==> config.mk <==
export PLATFORM = sky130hd
export DESIGN_NAME = ebus_xfer_ctl
export DESIGN_NICKNAME = d
export VERILOG_FILES = /design/src/rtl/ebus_xfer_ctl.sv
export SDC_FILE = /design/constraint.sdc
export NUM_CORES = 1
export LEC_CHECK = 0
export BUFFER_PORTS_ARGS = -buffer_cell sky130_fd_sc_hd__buf_2
export CAP_MARGIN = 25
export CORE_ASPECT_RATIO = 1.1
export CORE_UTILIZATION = 39
export DETAILED_ROUTE_END_ITERATION = 16
export PLACE_DENSITY = 0.92
export REMOVE_ABC_BUFFERS = 1
export SETUP_SLACK_MARGIN = 0.4
export SLEW_MARGIN = 25
export SYNTH_ARGS = -nofsm -noshare
export SYNTH_HDL_FRONTEND = slang
export SYNTH_SLANG_ARGS = --single-unit
export TNS_END_PERCENT = 5
==> constraint.sdc <==
create_clock -name clk -period 2.61 [get_ports clk]
set_input_delay 0.261 -clock clk [delete_from_list [all_inputs] [get_ports clk]]
set_output_delay 0.261 -clock clk [all_outputs]
set_load 0.01 [all_outputs]
==> src/rtl/ebus_xfer_ctl.sv <==
// EBUS transfer sequencer: setup, demand/XFER handshake, hold, release and done, with no-device timeout.
// Optional EBUS parity generation/checking is compiled in when EBUS_PARITY_EN is defined.
module ebus_xfer_ctl #(
  parameter int SETUP_CYC   = 2,
  parameter int HOLD_CYC    = 2,
  parameter int TIMEOUT_CYC = 64
) (
  input  logic        clk,
  input  logic        CROBAR,
  input  logic        start,
  input  logic        dirOut,
  input  logic [0:2]  func,
  input  logic [0:6]  dev,
  input  logic        ebusXferIn,
  input  logic [0:35] adData,
  input  logic [0:35] ebusData,
  input  logic        ebusParityIn,
  output logic        busy,
  output logic        done,
  output logic        timeoutErr,
  output logic        parityErr,
  output logic [0:2]  ebusFunc,
  output logic [0:6]  ebusDev,
  output logic        ebusDemand,
  output logic        adToEbusL,
  output logic        adToEbusR,
  output logic        tToEEn,
  output logic        eToTEn,
  output logic        arLoad,
  output logic        ebusParityOut
);

  typedef enum logic [2:0] {
    IDLE,
    SETUP,
    DEMAND,
    HOLD,
    RELEASE,
    DONE
  } state_t;

  localparam logic [7:0] SETUP_LD   = 8'(SETUP_CYC - 1);
  localparam logic [7:0] HOLD_LD    = 8'(HOLD_CYC - 1);
  localparam logic [7:0] TIMEOUT_LD = 8'(TIMEOUT_CYC - 1);

  state_t     state, state_nxt;
  logic [7:0] cnt, cnt_nxt;
  logic       dir_q, dir_nxt;
  logic [0:2] func_nxt;
  logic [0:6] dev_nxt;
  logic       tmo_nxt;
  logic       ar_nxt;
  logic       busy_nxt, done_nxt, demand_nxt, ad_nxt, en_nxt;
  logic       accept;

  // Next-state logic; every registered output is decoded from the next state
  // so that the outputs line up exactly with the state they describe.
  always_comb begin
    state_nxt = state;
    cnt_nxt   = cnt;
    dir_nxt   = dir_q;
    func_nxt  = ebusFunc;
    dev_nxt   = ebusDev;
    tmo_nxt   = timeoutErr;
    ar_nxt    = 1'b0;
    accept    = 1'b0;

    case (state)
      IDLE: begin
        if (start) begin
          accept    = 1'b1;
          dir_nxt   = dirOut;
          func_nxt  = func;
          dev_nxt   = dev;
          tmo_nxt   = 1'b0;
          cnt_nxt   = SETUP_LD;
          state_nxt = SETUP;
        end
      end
      SETUP: begin
        if (cnt == 8'd0) begin
          cnt_nxt   = TIMEOUT_LD;
          state_nxt = DEMAND;
        end else begin
          cnt_nxt = cnt - 8'd1;
        end
      end
      DEMAND: begin
        // XFER wins over a coincident expiry of the timeout counter.
        if (ebusXferIn) begin
          cnt_nxt   = HOLD_LD;
          ar_nxt    = ~dir_q;
          state_nxt = HOLD;
        end else if (cnt == 8'd0) begin
          tmo_nxt   = 1'b1;
          state_nxt = RELEASE;
        end else begin
          cnt_nxt = cnt - 8'd1;
        end
      end
      HOLD: begin
        if (cnt == 8'd0) begin
          state_nxt = RELEASE;
        end else begin
          cnt_nxt = cnt - 8'd1;
        end
      end
      RELEASE: begin
        if (!ebusXferIn) begin
          state_nxt = DONE;
        end
      end
      DONE: begin
        state_nxt = IDLE;
      end
      default: begin
        state_nxt = IDLE;
      end
    endcase

    busy_nxt   = (state_nxt != IDLE);
    done_nxt   = (state_nxt == DONE);
    demand_nxt = (state_nxt == DEMAND) || (state_nxt == HOLD);
    en_nxt     = (state_nxt == SETUP) || (state_nxt == DEMAND) ||
                 (state_nxt == HOLD)  || (state_nxt == RELEASE);
    ad_nxt     = dir_nxt && ((state_nxt == SETUP) || (state_nxt == DEMAND) ||
                             (state_nxt == HOLD));
  end

  always_ff @(posedge clk or posedge CROBAR) begin
    if (CROBAR) begin
      state      <= IDLE;
      cnt        <= 8'd0;
      dir_q      <= 1'b0;
      ebusFunc   <= 3'd0;
      ebusDev    <= 7'd0;
      timeoutErr <= 1'b0;
      busy       <= 1'b0;
      done       <= 1'b0;
      ebusDemand <= 1'b0;
      adToEbusL  <= 1'b0;
      adToEbusR  <= 1'b0;
      tToEEn     <= 1'b0;
      eToTEn     <= 1'b0;
      arLoad     <= 1'b0;
    end else begin
      state      <= state_nxt;
      cnt        <= cnt_nxt;
      dir_q      <= dir_nxt;
      ebusFunc   <= func_nxt;
      ebusDev    <= dev_nxt;
      timeoutErr <= tmo_nxt;
      busy       <= busy_nxt;
      done       <= done_nxt;
      ebusDemand <= demand_nxt;
      adToEbusL  <= ad_nxt;
      adToEbusR  <= ad_nxt;
      tToEEn     <= en_nxt && dir_nxt;
      eToTEn     <= en_nxt && !dir_nxt;
      arLoad     <= ar_nxt;
    end
  end

`ifdef EBUS_PARITY_EN
  logic par_out_nxt, par_err_nxt;

  // Read data is checked for odd parity in the same cycle AR is loaded from the bus.
  always_comb begin
    par_err_nxt = parityErr;
    if (accept) begin
      par_err_nxt = 1'b0;
    end else if (arLoad && ((^ebusData ^ ebusParityIn) != 1'b1)) begin
      par_err_nxt = 1'b1;
    end
    par_out_nxt = ad_nxt ? ~^adData : 1'b0;
  end

  always_ff @(posedge clk or posedge CROBAR) begin
    if (CROBAR) begin
      parityErr     <= 1'b0;
      ebusParityOut <= 1'b0;
    end else begin
      parityErr     <= par_err_nxt;
      ebusParityOut <= par_out_nxt;
    end
  end
`else
  logic unused_parity_inputs;

  assign unused_parity_inputs = ^{adData, ebusData, ebusParityIn, accept};
  assign parityErr            = 1'b0;
  assign ebusParityOut        = 1'b0;
`endif

endmodule

After elaboration in Yosys (flattened, before gate mapping)
Cells that the tools add are included.

Register bits after elaboration: 30. Latch bits: 0. RAM bits: 0. Bits in read-only memories: 0. Output and inout bits: 21. Word-level logic and storage cells: 62. Memories kept: 0.

$add $sub $neg: 1. $mul: 0. Div/mod/pow operators: 0. Order comparisons: 0. Equal/unequal tests: 12. Shifts and indexed selects: 0. Muxes and demuxes: 19. Bitwise operators: 1. Reduce and logical (&&, ||, !) cells: 16.

Operators with widths (number): 2-to-1 mux 8 bit (4); case mux 8 bit (4 select lines) (1); 2-to-1 mux 3 bit (5); case mux 3 bit (5 select lines) (1); == test 3 x 2 -> 1 bit, second input constant (4); == test 3 bit, second input constant (3); zero test 8 bit (1); subtractor 8 x 1 -> 8 bit, second input constant (1); 2-to-1 mux 1 bit (7); == test 3 x 1 -> 1 bit, second input constant (2); inequality test 2 bit, second input constant (3); logical OR 1 bit (4); AND reduction 2 bit (2); AND reduction 4 bit (1); nonzero test 4 bit (1); logical AND 1 bit (3); zero test 3 bit (1); nonzero test 3 bit (1); case mux 1 bit (2 select lines) (1); nonzero test 2 bit (1); zero test 1 bit (1); NOT 1 bit (1).

Depth between registers and ports, before layout
Depth in word-level cells: 9. Depth in mapped cells: 9.

Worst setup path after synthesis
No wires, ideal clock.

Path type: register -> register. Start: reg cnt[0]. End: reg cnt[0]. Setup time: 0.126 ns. Arrival time: 1.949 ns. Slack: 0.535 ns. Cell stages (with the launch flop): 10. Buffers on the path: 0. Clock period less this slack: 2.075 ns. Cell sequence: dfrtp_1 inv_1 ha_1 or3b_4 nor3_4 inv_4 ha_1 nor3_1 a31oi_1 a2bb2oi_1.

Cells in the longest elaborated chain, start to end: 4. Elaborated cells between the ends (all ways): 6. Those cells by class: add/sub: 1; mux: 4; reduce/logical: 1.

RTL lines: start, declared (line 47) `logic [7:0] cnt, cnt_nxt;`; start signal, assigned (line 148) `cnt <= cnt_nxt;`; subtractor 8 x 1 -> 8 bit / zero test 8 bit (equally long branches); 2-to-1 mux 8 bit (line 94, 102); 2-to-1 mux 8 bit (line 90) `if (ebusXferIn) begin`; case mux 8 bit (4 select lines) * (line 68) `case (state)`.

Mark *: on every way between the ends. The rest lies on a longest branch, timed or not. A chain may end at the register's enable or synchronous reset.

Final worst setup path
Start: reg cnt[1]. End: reg eToTEn.

Cells in the longest elaborated chain, start to end: 9. Elaborated cells between the ends (all ways): 13. Those cells by class: eq/ne: 4; mux: 4; reduce/logical: 5.

RTL lines: zero test 8 bit * (line 81, 94, 102); 2-to-1 mux 3 bit (line 94, 102); 2-to-1 mux 3 bit (line 90); case mux 3 bit (5 select lines) * (line 68); net state_nxt[0] (line 46) `state_t state, state_nxt;`; == test 3 x 1 -> 1 bit / == test 3 x 2 -> 1 bit (equally long branches) (line 124) `en_nxt = (state_nxt == SETUP) || (state_nxt == DEMAND) ||`; logical OR 1 bit (2 in a row) (line 124); logical OR 1 bit * (line 125) `(state_nxt == HOLD) || (state_nxt == RELEASE);`; logical AND 1 bit * (line 159) `eToTEn <= en_nxt && !dir_nxt;`; end signal, assigned (line 159); end, declared (line 28) `output logic eToTEn,`.

The timed path passes the listed nets; every way through them passes the cells marked *.

==> metrics.txt <==
run status complete, no violations; pins over their slew limit 0; slowest CP cell dfrtp_1; via count of the first global-routing pass 1000; Antenna Nets Post-Route 0; die width 58.7 um; cell taking the most area after synthesis dfrtp_1; worst path cell trace inv_2, ha_4, or3b_4, nor3_4, inv_4, a31o_2, nor3_2, nor3_2; Worst VDD drop 299 uV; row cnt 22; DRT Pass-1 Iters 4; Critical Path Start cnt[1]; Synth Area per Inst 11.4 sq um; hold path depth 2; commonest cells in the synthesized netlist 30 x dfrtp_1, 10 x mux2_2, 8 x inv_1, 8 x nor3_1; worst stage delay on the critical path 420 ps; RR Startpoint cnt[1]; via count 1116; CP arrival 2350 ps; Hold Path Class input pin to flop; CTS Buffer Depth 2; YS warnings 0; CP endpoint kind flop; leading post-synthesis cells by cell area dfrtp_1 54%, mux2_2 8.2%, nor3_1 2.9%, o21ai_0 2.5%, inv_1 2.2%; CTS Buf Count 5; synth unique cells 42; Slew HR 57.8%; Max Fanout on Critical Path 8; layout cells sized above 1 46.4%; Final Hold Fails 0; Core ar. 3360 sq um; clock skew 12.3 ps; die area 3770 sq um; Clock Latency Late Sink 340 ps; NumNets Final 257; Reg2Reg Depth 8; first-pass GRT wire length 4.33 mm; Synth Flop Type dfrtp_1; chip height 64.3 um; Via density 5.17; routability congestion estimate 0.856; R2R Setup Slk 470 ps; GRT Total Usage 15.7%; largest net degree at the start of global routing 31; Final Cycle Share 82.0%; most frequent CP cell nor3_2; post-synthesis instance total 121; share of flip-flops with an asynchronous set or reset 100%; final setup fails 0; initial core utilization 41.0%; Critical Path End eToTEn; TNS Setup 0 ps; FF+latch count, synth 30; Fmax 467 MHz; count leader, synth dfrtp_1; post-synth top area share 54.5%; H-Tree Depth 2; Sink Count 30; P per Cell Area 1210 nW/um^2; Final Util 52.7%; CP startpoint kind flop; I/O Buffers 33; Worst-Margin Slew 626 ps; synthesis-to-layout area growth 28.4%; crit path time final 2140 ps; number of flops mapped to enable cells by yosys 0; CP Class flop to flop; detailed-route DRC error count 0; FF-to-FF End eToTEn; sequential-to-total area share from yosys stat 54.5%; routed wire length 2.91 mm; Final HPWL DP 1.96 mm; DRT iter0 DRCs 42; Req. time, crit path 2820 ps; CTS tree yes; P_leak 0.000842 uW; IO Pins 109; RSZ-0062 raised after global routing false; antenna violations before repair 0; clock-pin slew on the worst setup and hold paths 100 ps; mapped cell area 1380 sq um; Routed WL per cell 13.5 um; max_cap viols 0; Root Driver clkbuf_4; n_diodes 0; total gr overflow 0
## sequential cells by signal (all words and copies together), names as in the netlist
name / count
cnt: 8
ebusDev: 7
ebusFunc: 3
state: 3
adToEbusR: 1
arLoad: 1
busy: 1
dir_q: 1
done: 1
eToTEn: 1
ebusDemand: 1
tToEEn: 1
timeoutErr: 1
## worst min-delay path by stage
stage | end | startpoint | slack [ps]
2_1_floorplan | adToEbusR | CROBAR | 350
3_3_place_gp | ebusDev[1] | CROBAR | 340
3_5_place_dp | ebusDev[1] | CROBAR | 340
4_1_cts | ebusFunc[1] | func[1] | 150
5_1_grt | ebusDev[1] | dev[1] | 140
6_report | ebusFunc[1] | func[1] | 150
## repair_timing
item,CTS,global route
hold buffers,1,0
pin swaps,1,4
endpoints found under the setup margin,2,4
resized for setup,0,8
endpoints found under the hold margin,30,0
setup buffers,1,8
## layer usage
metal  GRT usage, %  routed length, um  vias up
met5              0                  0        -
met4           7.74                 44        0
met3           5.67                193        6
met2           26.9               1570       57
met1           16.8               1100      535
li1               -                  -      518
## cell type report
class	instances	area, sq um
clock buffers	5	37.5
repair buffers	44	250
flip-flops and latches	30	751
fillers	287	1590
well taps	48	60.1
clock inverters	3	40.0
multi-input cells	77	594
inverters	9	36.3
## stage by stage
stage / instances / area (sq um) / setup slack [ps] / total power, uW / hold slack, ps
2_1_floorplan: 116 / 1340 / 535 / 1380 / 349
3_3_place_gp: 198 / 1570 / 419 / 1590 / 343
3_5_place_dp: 198 / 1570 / 351 / 1640 / 345
4_1_cts: 208 / 1670 / 422 / 2010 / 148
5_1_grt: 216 / 1770 / 361 / 2300 / 135
6_report: 216 / 1770 / 470 / 2140 / 149
## critical path, delay by kind of cell, from the launching register on
kind            cells  cell delay (ps)
flops               1              420
simple gates        4              990
compound gates      1              280
fa+ha+maj           1              130
buf+inv             2              190
## where the power goes
part / leakage, uW / switching, uW / internal [uW] / total (uW)
sequential: 0.000370 / 134 / 660 / 794
clock: 0.0000450 / 160 / 198 / 359
combinational: 0.000426 / 514 / 476 / 990
## placed cells by master, fill, tap and decap left out, drive strengths merged, types with 2 or more instances in the layout
master	n
buf	43
dfrtp	30
mux2	10
nor3	10
inv	9
o21ai	7
nor2	7
nand2	5
clkbuf	5
a21oi	4
nand3	3
a31oi	2
nand2b	2
a22o	2
ha	2
conb	2
clkinv	2
o31ai	2
o22ai	2
## logic make-up after synthesis
group	share of synthesized area, %
AO/OA/AOI/OAI	13.4
adder cells (fa/ha/maj)	1.82
buffers and inverters	5.63
flip-flops	54.5
multiplexers	8.90
other	0.272
AND/OR/NAND/NOR	15.5
Power figures use the tool's default switching activity.
